[src/rtl/init_perm_loader.sv]
// DES input stage: applies the Initial Permutation to accepted plaintext blocks
// and buffers the L0/R0 halves in a small FIFO ahead of the round engine.
module init_perm_loader #(
    parameter int DEPTH = 2,
    parameter int CNT_W = 16
) (
    input  logic             clk,
    input  logic             rst,
    input  logic             flush,
    input  logic             in_valid,
    output logic             in_ready,
    input  logic [63:0]      in_data,
    output logic             out_valid,
    input  logic             out_ready,
    output logic [31:0]      out_l,
    output logic [31:0]      out_r,
    output logic [CNT_W-1:0] blk_cnt
);

    localparam int PTR_W = $clog2(DEPTH);
    localparam logic [PTR_W:0] FULL = (PTR_W + 1)'(DEPTH);

    // Handshakes: a transfer happens on a rising edge where valid && ready.
    // in_ready depends only on registered state; out_valid means the FIFO is non-empty.

    logic [PTR_W:0]   count;
    logic [PTR_W-1:0] wr_ptr;
    logic [PTR_W-1:0] rd_ptr;
    logic [63:0]      mem [DEPTH];
    logic             run;
    logic [63:0]      ip;
    logic             push;
    logic             pop;

    always_comb begin
        ip = '0;
        for (int k = 0; k < 8; k++) begin
            for (int m = 0; m < 4; m++) begin
                ip[32 + 8*m + (7 - k)] = in_data[8*k + 2*m];
                ip[8*m + (7 - k)]      = in_data[8*k + 2*m + 1];
            end
        end
    end

    // run holds in_ready low until the first edge after reset release.
    assign in_ready  = run && (count < FULL);
    assign out_valid = (count != '0);
    assign push      = in_valid && in_ready && !flush;
    assign pop       = out_valid && out_ready && !flush;
    assign out_l     = out_valid ? mem[rd_ptr][63:32] : 32'h0;
    assign out_r     = out_valid ? mem[rd_ptr][31:0]  : 32'h0;

    always_ff @(posedge clk or negedge rst) begin
        if (!rst) begin
            run     <= 1'b0;
            count   <= '0;
            wr_ptr  <= '0;
            rd_ptr  <= '0;
            blk_cnt <= '0;
            for (int i = 0; i < DEPTH; i++) begin
                mem[i] <= 64'h0;
            end
        end else begin
            run <= 1'b1;
            if (push) begin
                mem[wr_ptr] <= ip;
                blk_cnt     <= blk_cnt + 1'b1;
            end
            if (flush) begin
                count  <= '0;
                wr_ptr <= '0;
                rd_ptr <= '0;
            end else begin
                if (push) begin
                    wr_ptr <= wr_ptr + 1'b1;
                end
                if (pop) begin
                    rd_ptr <= rd_ptr + 1'b1;
                end
                if (push && !pop) begin
                    count <= count + 1'b1;
                end else if (pop && !push) begin
                    count <= count - 1'b1;
                end
            end
        end
    end

endmodule

[config.mk]
export PLATFORM = sky130hd
export DESIGN_NAME = init_perm_loader
export DESIGN_NICKNAME = d
export VERILOG_FILES = /design/src/rtl/init_perm_loader.sv
export SDC_FILE = /design/constraint.sdc
export NUM_CORES = 1
export LEC_CHECK = 0
export BUFFER_PORTS_ARGS = -buffer_cell sky130_fd_sc_hd__buf_2
export CORE_ASPECT_RATIO = 1.1
export CORE_MARGIN = 2
export CORE_UTILIZATION = 59
export DETAILED_ROUTE_END_ITERATION = 6
export PLACE_DENSITY_LB_ADDON = 0.1
export SETUP_SLACK_MARGIN = 0.2
export SLEW_MARGIN = 10
export SYNTH_ARGS = -nofsm -noshare
export SYNTH_HDL_FRONTEND = slang
export SYNTH_SLANG_ARGS = --single-unit
[constraint.sdc]
create_clock -name clk -period 4.3 [get_ports clk]
set_input_delay 0.215 -clock clk [delete_from_list [all_inputs] [get_ports clk]]
set_output_delay 0.215 -clock clk [all_outputs]
set_load 0.02 [all_outputs]
Yosys cells after proc, flatten, opt, wreduce, memory -nomap -nowiden
Index checks and enable logic that the tools add are counted.
{"block": "op_classes", "add_sub_neg": 5, "mul": 0, "n_div": 0, "order_cmp": 4, "n_eq_ne": 0, "shifts": 0, "mux": 15, "n_bitwise": 2, "n_reduce_logical": 15}
{"operator": "$mux 64", "n": 4}
{"operator": "$bwmux 128", "n": 1}
{"operator": "$demux 64 s1", "n": 1}
{"operator": "$mux 32", "n": 2}
{"operator": "$add 16x1->16 const B", "n": 1}
{"operator": "$logic_and 1x1->1", "n": 8}
{"operator": "$mux 2", "n": 3}
{"operator": "$reduce_bool 2->1", "n": 3}
{"operator": "$ge 2x2->1 const B", "n": 2}
{"operator": "$mux 1", "n": 4}
{"operator": "$not 1->2", "n": 2}
{"operator": "$logic_not 1->1", "n": 3}
{"operator": "$reduce_bool 3->1", "n": 1}
{"operator": "$add 1x1->1 const B", "n": 2}
{"operator": "$add 2x1->2 const B", "n": 1}
{"operator": "$lt 2x1->1 const B", "n": 1}
{"operator": "$lt 2x2->1 const B", "n": 1}
{"operator": "$sub 2x1->2 const B", "n": 1}
{"block": "word_totals", "ff_bits": 149, "latch_bits": 0, "ramBits": 0, "romBits": 0, "input_bits": 69, "out_inout_bits": 82, "word_cells": 48, "n_memories": 0}

Logic depth before layout (Yosys ltp)
Gate-level depths: netlist (run 1).
{"block": "depth", "word_depth": 9, "depth_mapped": 5, "ltp_nobuf": 5}

Worst setup path before layout (run 1)
OpenSTA, ideal clock, no wires.
{"block": "synth_path", "kind": "register to register", "start": "reg count[1]", "end": "reg mem[127] in the netlist's numbering", "setup_time_ps": 125, "t_arrival_ps": 1416, "required_ps": 4175, "slack_ps": 2759, "stages_incl_launch_ff": 5, "n_path_buf": 1, "synth_period_minus_slack_ps": 1541, "cell_sequence": "dfrtp_1 nand4bb_4 nor2_4 buf_4 mux2_2"}
{"block": "synth_between", "elab_chain_len": 4}
{"item": "start: declaration", "line_no": "26", "source": "logic [PTR_W:0] count;"}
{"item": "start signal: assignment", "line_no": "81", "source": "count <= count + 1'b1;"}
{"item": "start signal: assignment", "line_no": "83", "source": "count <= count - 1'b1;"}
{"item": "$lt 2x2->1", "line_no": "46", "source": "assign in_ready = run && (count < FULL);"}
{"item": "$logic_and 1x1->1", "line_no": "46"}
{"item": "$logic_and 1x1->1 (2 in series)", "line_no": "48", "source": "assign push = in_valid && in_ready && !flush;"}
{"item": "end signal: indexed assignment", "line_no": "66", "source": "mem[wr_ptr] <= ip;"}
{"item": "end: declaration", "line_no": "29", "source": "logic [63:0] mem [DEPTH];"}
Every way passes these cells.
A chain may end at the register's enable or synchronous reset.

Worst setup path after layout (run 1)
{"block": "layout_path", "start": "reg count[1]", "end": "out out_l[4]"}
{"block": "layout_between", "elab_chain_len": 2}
{"item": "$reduce_bool 2->1", "line_no": "47", "source": "assign out_valid = (count != '0);"}
{"item": "$mux 32", "line_no": "50", "source": "assign out_l = out_valid ? mem[rd_ptr][63:32] : 32'h0;"}
{"item": "end: declaration", "line_no": "15", "source": "output logic [31:0] out_l,"}
Every way passes these cells.

==> results of run 1 <==
[worst paths after layout]
kind,startpoint,to,slack (ns)
max in group asynchronous,rst,mem[45],2.75
worst max register to register,count[1],mem[46],1.90
worst max-delay path,count[1],out_l[4],1.62
worst min register to register,blk_cnt[15],blk_cnt[15],0.48
worst min-delay path,in_data[55],mem[89],0.04
min in group asynchronous,rst,blk_cnt[4],0.47
[repair_timing]
item                      CTS  global route
hold buffers                1             0
hold endpoints to repair   48             0
buffers inserted            0             0
[layout make-up]
| class | instances | area (µm²) | area share, % |
|---|---|---|---|
| clock buffer | 25 | 495 | 5.98 |
| antenna | 2 | 5.00 | 0.0604 |
| tap | 150 | 188 | 2.27 |
| sequential | 149 | 3730 | 45.0 |
| multi-input combinational | 322 | 3020 | 36.5 |
| inverter | 1 | 3.75 | 0.0453 |
| timing repair buffer | 157 | 812 | 9.80 |
| clock inverter | 5 | 25.0 | 0.302 |
[flip-flops by register name, summed over array words and instances, names as in the netlist]
signal / count
run: 1
mem: 128
wr_ptr: 1
blk_cnt: 16
rd_ptr: 1
count: 2
[logic make-up after synthesis]
group / count (synthesis) / share of synthesized area, %
xor+xnor: 17 / 2.15
buf+inv: 27 / 2.55
compound gates: 4 / 0.289
other cells: 1 / 0.0542
simple gates: 107 / 7.57
fa+ha+maj: 1 / 0.181
flops: 149 / 53.9
mux: 192 / 33.3
[cells in the final DEF (no fill, tap or decap), types with 2 or more instances in the layout]
cell type / Yosys / layout
buf_4: 6 / 6
nor2_4: 1 / 2
diode_2: 0 / 2
mux2_4: 60 / 60
nor2b_1: 4 / 4
clkbuf_1: 2 / 4
buf_2: 6 / 149
a21oi_1: 3 / 3
xnor2_1: 12 / 12
clkinv_2: 0 / 5
clkbuf_16: 0 / 17
nand3_1: 6 / 6
clkbuf_8: 0 / 4
mux2i_1: 64 / 64
xor2_1: 5 / 5
nor3_1: 2 / 2
nand4_1: 4 / 4
mux2_2: 63 / 63
mux2_1: 5 / 5
nand2_1: 12 / 12
nor2_1: 69 / 68
dfrtp_1: 149 / 148
[layer usage]
layer / part of all wire, % / track usage (%)
met5: 0 / 0
met4: 2.5 / 9.50
met3: 5.1 / 6.37
met2: 49 / 37.1
met1: 43 / 29.6
[power groups by stage]
stage / sequential (mW) / clock [mW] / combinational (mW)
3_3_place_gp: 1.95 / 0 / 0.793
4_1_cts: 1.96 / 1.34 / 0.833
3_5_place_dp: 1.97 / 0 / 0.825
6_report: 1.96 / 1.32 / 0.820
2_1_floorplan: 1.93 / 0 / 0.619
5_1_grt: 2.00 / 1.40 / 0.893
[stage by stage]
step | power [mW] | setup WS, ns
floorplan | 2.54 | 2.76
global placement | 2.75 | 1.97
detailed placement | 2.80 | 1.92
CTS | 4.14 | 1.59
global route | 4.29 | 1.49
finish | 4.10 | 1.62
[worst max-delay path: stages, from the launching register on]
cell and delay [ns]:
dfrtp_1 0.47, nor2_4 0.83, buf_4 0.43, nor2_1 0.11, buf_2 0.17
==> impl_metrics.py, run 1 <==
metrics = {
    "cts": {
        "cts_resized": 0,
        "path_clk_slew_ns": 0.06,
        "insertion_delay_ns": 0.42,
        "htree_levels": 4,
        "cts_tree": "built",
        "clkSinkCount": 149,
        "cts_made_buffers": 17,
        "root_buffer": "clkbuf_16",
        "max-clock-path-buffers": 2,
    },
    "power": {
        "pwr-share-seq_pct": 47.8,
        "switching_share_pct": 26.4,
        "irDropWorstVdd_mv": 0.260,
        "p_int_mw": 3.02,
        "switchingPower_mw": 1.08,
        "pwr-share-clk_pct": 32.2,
        "power_density_nw_per_um2": 494,
        "share_comb_of_total_power_pct": 20.0,
        "p_leak_nw": 4.11,
    },
    "worst_hold_path": {
        "whs_path_depth": 2,
        "hp-class": "in2reg",
    },
    "routing": {
        "drc": 0,
        "first_pass_iters": 4,
        "ant_nets": 0,
        "wl_per_cell_um": 17.2,
        "vias": 4399,
        "wirelength_mm": 13.9,
        "routed_via_density": 5.42,
        "drt_iter0_markers": 249,
    },
    "timing": {
        "finalCritPeriodShare_pct": 62.4,
        "skew_ns": 0.00820,
        "final.setup.tns_ns": 0,
        "worst_slew_pin_slew_ns": 1.03,
        "rsz0062_at_grt": "false",
        "slew_headroom_pct": 31.1,
        "finalHoldViolCount": 0,
        "period_needed_ns": 2.68,
        "fmax_ghz": 0.373,
        "drv_slew": 0,
        "whs_ns": 0.0359,
        "setup_viol": 0,
    },
    "placed_design": {
        "dp_hpwl_mm": 8.88,
        "placed_area_um2": 7750,
        "placed_cells": 778,
        "io_buffers": 150,
        "gp_congestion": 0.768,
    },
    "global_routing": {
        "grt.overflow.total": 0,
        "grt_max_degree": 113,
        "grt_pass1_wl_mm": 22.8,
        "grt_usage_pct": 23.2,
        "antenna_found_initial": 2,
        "grt_pass1_vias": 4655,
    },
    "status": {
        "status": "finished clean",
    },
    "synth": {
        "ys_top_cells_by_area": "dfrtp_1 (54%), mux2_4 (13%), mux2_2 (10%)",
        "ys_warn_count": 0,
        "synth-edff-count": 0,
        "yosys_register_bits": 149,
        "synth.avg_cell_area_um2": 13.9,
        "synth_cells": 498,
        "yosysTopAreaCellShare_pct": 53.9,
        "netlist_area_um2": 6920,
        "synth.cells.most_frequent": "dfrtp_1 (149), nor2_1 (69), mux2i_1 (64)",
        "yosysTopAreaCell": "dfrtp_1",
        "ys_types": 33,
        "synthArstFlopShare_pct": 100,
        "syn-num-nets": 568,
        "yosysSeqAreaShare_pct": 53.9,
        "synthMostInstantiatedCell": "dfrtp_1",
        "ys.flop_type": "dfrtp_1",
    },
    "setup_path": {
        "crit_arrival_ns": 2.47,
        "r2r.worst_path.cells": 4,
        "crit_fanout": 40,
        "start_kind": "register",
        "crit_required_ns": 4.09,
        "end_kind": "output pin",
        "critical_path_class": "reg2out",
    },
    "die": {
        "coreArea_um2": 11400,
        "dieWidth_um": 107,
        "dieArea_um2": 12600,
        "dieHeight_um": 118,
        "io_pins": 151,
        "start_util_pct": 60.5,
        "rows": 41,
    },
    "cells_and_area": {
        "area_growth_pct": 19.7,
        "layoutNonFillerInstCount": 811,
        "final_util_pct": 72.4,
        "stdcell_area_um2": 8290,
        "fillCellCount": 802,
        "drive_above_1_share_pct": 47.5,
        "nets": 718,
    },
    "run": {
        "max_cap_viol_count": 0,
    },
}
No activity file was read; power rests on OpenSTA's default activity.
==> run 2: changes to the inputs <==
--- a/config.mk
+++ b/config.mk
@@ -8,7 +8,7 @@
 export BUFFER_PORTS_ARGS = -buffer_cell sky130_fd_sc_hd__buf_2
 export CORE_ASPECT_RATIO = 1.1
 export CORE_MARGIN = 2
-export CORE_UTILIZATION = 59
+export CORE_UTILIZATION = 49
 export DETAILED_ROUTE_END_ITERATION = 6
 export PLACE_DENSITY_LB_ADDON = 0.1
 export SETUP_SLACK_MARGIN = 0.2
==> constraint.sdc (replaced) <==
create_clock -name clk -period 2.3 [get_ports clk]
set_input_delay 0.115 -clock clk [delete_from_list [all_inputs] [get_ports clk]]
set_output_delay 0.115 -clock clk [all_outputs]
set_load 0.02 [all_outputs]
==> run 2 against run 1 <==
Against the previous run: core utilization fell by 5.7 points; design area rose by 11%; routed wire length rose by 7.8%; die area rose by 20%; sequential share of layout area fell by 4.5 points; combinational power rose by 100%; clock skew fell by 0.0037 ns; sequential power rose by 85%; clock power rose by 130%; global-route usage fell by 2.4 points.
==> impl_metrics.py, run 2 (synthesis results as in run 1) <==
metrics = {
    "status": {
        "status": "finished clean",
    },
    "setup_path": {
        "r2r.worst_path.cells": 4,
        "crit_family": "flip-flops",
        "crit_required_ns": 2.18,
        "crit_arrival_ns": 1.81,
        "crit_fanout": 16,
        "crit_slowest_cell": "dfrtp_4",
        "max_stage_delay_ns": 0.55,
        "worstSetupPathDepth": 4,
        "start_kind": "register",
        "end_kind": "output pin",
        "cp_num_buf_inv": 2,
        "critical_path_class": "reg2out",
        "crit_chain": "buf_4, mux2i_1, nor2_1, buf_2",
    },
    "routing": {
        "first_pass_iters": 4,
        "drc": 0,
        "wl_per_cell_um": 16.4,
        "drt_iter0_markers": 189,
        "vias": 4639,
        "ant_nets": 0,
        "wirelength_mm": 15.0,
        "routed_via_density": 5.05,
    },
    "timing": {
        "period_needed_ns": 1.93,
        "fmax_ghz": 0.519,
        "finalCritPeriodShare_pct": 83.9,
        "worst_slew_pin_slew_ns": 0.575,
        "slew_headroom_pct": 61.7,
        "finalHoldViolCount": 0,
        "skew_ns": 0.00449,
        "setup_viol": 0,
        "final.setup.tns_ns": 0,
        "drv_slew": 0,
        "rsz0062_at_grt": "false",
    },
    "cts": {
        "cts_tree": "built",
        "cts_made_buffers": 17,
        "insertion_delay_ns": 0.42,
        "htree_levels": 4,
        "root_buffer": "clkbuf_16",
        "path_clk_slew_ns": 0.06,
        "max-clock-path-buffers": 2,
        "cts_resized": 0,
        "post_cts_buffers": 0,
        "clkSinkCount": 149,
    },
    "global_routing": {
        "grt.overflow.total": 0,
        "grt_pass1_vias": 5000,
        "grt_usage_pct": 20.8,
        "grt_max_degree": 65,
        "grt_pass1_wl_mm": 24.9,
        "antenna_found_initial": 0,
    },
    "die": {
        "dieHeight_um": 129,
        "rows": 45,
        "dieWidth_um": 117,
        "coreArea_um2": 13800,
        "dieArea_um2": 15100,
        "start_util_pct": 50.2,
        "io_pins": 151,
    },
    "cells_and_area": {
        "regMostFlops": "mem",
        "antenna_cells": 0,
        "regArea_um2": 3730,
        "final_util_pct": 66.7,
        "layout_commonest_cell": "buf_2",
        "largest_reg_flops": 128,
        "nets": 788,
        "stdcell_area_um2": 9210,
        "fillCellCount": 1032,
        "area_growth_pct": 33.0,
        "top_regs": "mem x128, blk_cnt x16, count x2",
        "drive_above_1_share_pct": 44.2,
        "multiInputGateArea_um2": 3020,
        "final_cell_mix": "buf_2 (149), dfrtp_1 (148), nor2_1 (68)",
    },
    "power": {
        "irDropWorstVdd_mv": 0.550,
        "power_density_nw_per_um2": 903,
        "p_leak_nw": 4.47,
    },
    "worst_hold_path": {
        "whs_path_depth": 3,
        "hp-class": "in2reg",
    },
    "placed_design": {
        "placed_area_um2": 7900,
        "io_buffers": 150,
        "gp_congestion": 0.745,
        "dp_hpwl_mm": 9.39,
    },
    "run": {
        "max_cap_viol_count": 0,
    },
}
## run 2: cell type report
type                    count  area share, %
clock buffers              19           4.81
well taps                 188           2.56
multi-input cells         322           32.8
clock inverters            13           2.23
flip-flops and latches    149           40.5
repair buffers            227           17.0
inverters                   1         0.0408
## run 2: final timing paths
| kind | from | end | slack [ns] |
|---|---|---|---|
| worst max register to register | count[1] | mem[62] | 0.48 |
| worst min register to register | blk_cnt[15] | blk_cnt[15] | 0.48 |
| max in group asynchronous | rst | mem[71] | 1.33 |
| min in group asynchronous | rst | blk_cnt[8] | 0.25 |
| worst max-delay path | rd_ptr | out_l[9] | 0.37 |
| worst min-delay path | in_valid | count[1] | 0.04 |
## run 2: what timing repair did
action | in CTS | in global routing
hold buffers | 66 | 0
hold endpoints to repair | 190 | 0
endpoints found under the setup margin | 0 | 0
## run 2: per-layer routing
layer  vias up  wire (µm)  global-route usage [%]
met3        27        741                    5.98
li1       2164          -                       -
met4         0        355                    8.36
met5         -          0                       0
met2       123       7170                    34.4
met1      2325       6760                    26.1
## run 2: per-stage QoR
stage	worst slack (ns)	instances	power (mW)	hold WS, ns
after floorplan	0.759	498	4.76	-0.181
after global placement	0.537	821	5.15	0.126
after detailed placement	0.498	821	5.24	0.127
after CTS	0.345	919	8.40	0.0264
after global routing	0.263	919	8.74	0.0323
final	0.371	919	8.31	0.0412
## run 2: where the power goes
group | leakage [nW] | total (mW) | internal, mW | switching, mW
combinational | 2.32 | 1.66 | 0.996 | 0.659
sequential | 1.85 | 3.63 | 3.25 | 0.382
clock | 0.309 | 3.02 | 1.95 | 1.07
## run 2: tightest hold or removal path: cells and delay by family
kind / cells / cell delay (ns)
and+or+nand+nor: 1 / 0.09
AOI/OAI and AO/OA: 1 / 0.07
buffers and inverters: 1 / 0.14
==> run 3: changes to the inputs <==
==> constraint.sdc (replaced) <==
create_clock -name clk -period 1.65 [get_ports clk]
set_input_delay 0.0825 -clock clk [delete_from_list [all_inputs] [get_ports clk]]
set_output_delay 0.0825 -clock clk [all_outputs]
set_load 0.02 [all_outputs]
==> run 3 against run 2 <==
Against the previous run: the run now ends with setup timing left; sequential share of layout area decreased by 7.0 points; first-iteration DRC count increased by 4.2%; register-to-register slack got worse by 0.61 ns; critical path type unchanged; largest cell class unchanged.
==> impl_metrics.py, run 3 (synthesis results as in run 1) <==
metrics = {
    "setup_path": {
        "crit_arrival_ns": 1.79,
        "rrSetupSlack_ns": -0.13,
        "end_kind": "output pin",
        "critical_path_class": "reg2out",
        "cp_num_buf_inv": 2,
        "crit_required_ns": 1.57,
        "crit_family": "flip-flops",
        "r2r-end": "mem[110]",
        "start_kind": "register",
        "max_stage_delay_ns": 0.52,
        "r2r.worst_path.cells": 7,
        "crit_fanout": 22,
        "crit_chain": "buf_12, mux2i_1, nor2_2, buf_6",
        "crit-reg2reg-launch": "count[1]",
        "crit_slowest_cell": "dfrtp_4",
    },
    "run": {
        "max_cap_viol_count": 0,
    },
    "cells_and_area": {
        "antenna_cells": 0,
        "final_util_pct": 80.8,
        "area_growth_pct": 61.0,
        "layoutNonFillerInstCount": 980,
        "top_regs": "mem x128, blk_cnt x16, count x2",
        "stdcell_area_um2": 11100,
        "fillCellCount": 750,
        "drive_above_1_share_pct": 56.6,
        "layout_commonest_cell": "dfrtp_1",
        "largest_reg_flops": 128,
        "regMostFlops": "mem",
        "nets": 849,
        "final_cell_mix": "dfrtp_1 (144), mux2_4 (113), buf_2 (105)",
    },
    "die": {
        "dieHeight_um": 129,
        "dieWidth_um": 117,
        "coreArea_um2": 13800,
        "start_util_pct": 50.2,
        "io_pins": 151,
        "dieArea_um2": 15100,
        "rows": 45,
    },
    "placed_design": {
        "placed_cells": 828,
        "dp_hpwl_mm": 9.53,
        "post-place-ws_ns": 0.0507,
        "gp_congestion": 0.763,
        "placed_area_um2": 8060,
        "io_buffers": 150,
    },
    "cts": {
        "insertion_delay_ns": 0.43,
        "cts_made_buffers": 17,
        "cts_tree": "built",
        "path_clk_slew_ns": 0.06,
        "htree_levels": 4,
        "max-clock-path-buffers": 2,
        "root_buffer": "clkbuf_16",
        "clkSinkCount": 149,
    },
    "timing": {
        "worst_slack_ns": -0.219,
        "drv_slew": 0,
        "finalCritPeriodShare_pct": 113,
        "finalHoldViolCount": 0,
        "rsz0062_at_grt": "true",
        "final.setup.tns_ns": -14.63,
        "period_needed_ns": 1.87,
        "whs_ns": 0.0629,
        "fmax_ghz": 0.535,
        "skew_ns": 0.0113,
        "setup_viol": 185,
    },
    "global_routing": {
        "grt.overflow.total": 0,
        "grt_usage_pct": 24.5,
        "antenna_found_initial": 0,
        "grt_pass1_vias": 5421,
        "grt_max_degree": 54,
        "grt_pass1_wl_mm": 28.8,
    },
    "power": {
        "power_density_nw_per_um2": 1140,
        "irDropWorstVdd_mv": 0.807,
        "p_leak_nw": 5.29,
        "power.total_mw": 12.7,
    },
    "routing": {
        "vias": 5068,
        "drt_iter0_markers": 197,
        "routed_via_density": 5.17,
        "first_pass_iters": 4,
        "ant_nets": 0,
        "wirelength_mm": 20.5,
        "wl_per_cell_um": 20.9,
        "drc": 0,
    },
    "worst_hold_path": {
        "hp-class": "in2reg",
        "min_from": "out_ready",
        "whs_endpoint": "count[1]",
        "whs_path_depth": 4,
    },
    "status": {
        "status": "finished with violations",
        "violations": "setup timing",
    },
}
## run 3: cell count changes in the layout (fill, tap and decap cells not counted), sizes merged
cell | previous run | this run
clkbuf | 19 | 28
clkinvlp | 3 | 4
buf | 161 | 212
clkinv | 5 | 4
dlygate4sd3 | 66 | 67
## run 3: worst max-delay path by stage
stage / start / endpoint / cells past startpoint
2_1_floorplan: count[1] / mem[127] / 4
3_3_place_gp: count[1] / mem[69] / 4
3_5_place_dp: count[1] / mem[66] / 4
4_1_cts: count[1] / out_r[3] / 7
5_1_grt: rd_ptr / out_l[16] / 4
6_report: rd_ptr / out_l[16] / 4
## run 3: tightest hold or removal path: stages
cell	delay (ns)
buf_2	0.11
nor2b_1	0.09
nand3_1	0.09
a21oi_1	0.07
## run 3: final cells by class
type	count	area, µm²	area share [%]
tap	188	235	2.11
clock inverter	13	204	1.83
timing repair buffer	288	2990	26.8
clock buffer	19	453	4.06
sequential	149	3740	33.5
multi-input combinational	322	3520	31.6
inverter	1	3.75	0.0337
## run 3: timing repair
item / 4_1_cts / 5_1_grt
gates cloned: 15 / 9
hold buffers: 67 / 0
pin swaps: 6 / 15
resized for setup: 95 / 151
endpoints found under the setup margin: 197 / 204
endpoints found under the hold margin: 281 / 0
setup buffers: 22 / 7
## run 3: report_power, final
group          internal, mW  switching, mW  leakage [nW]
Clock                  2.76           1.55         0.311
Combinational          1.99           1.25          3.14
Sequential             4.54          0.631          1.84
## run 3: metal layers
| metal | vias to the layer above | routed length [µm] | global-route usage (%) |
|---|---|---|---|
| met5 | - | 0 | 0 |
| met4 | 0 | 238 | 7.51 |
| met3 | 20 | 784 | 6.29 |
| met2 | 135 | 11100 | 42.4 |
| met1 | 2613 | 8370 | 30.4 |
| li1 | 2300 | - | - |
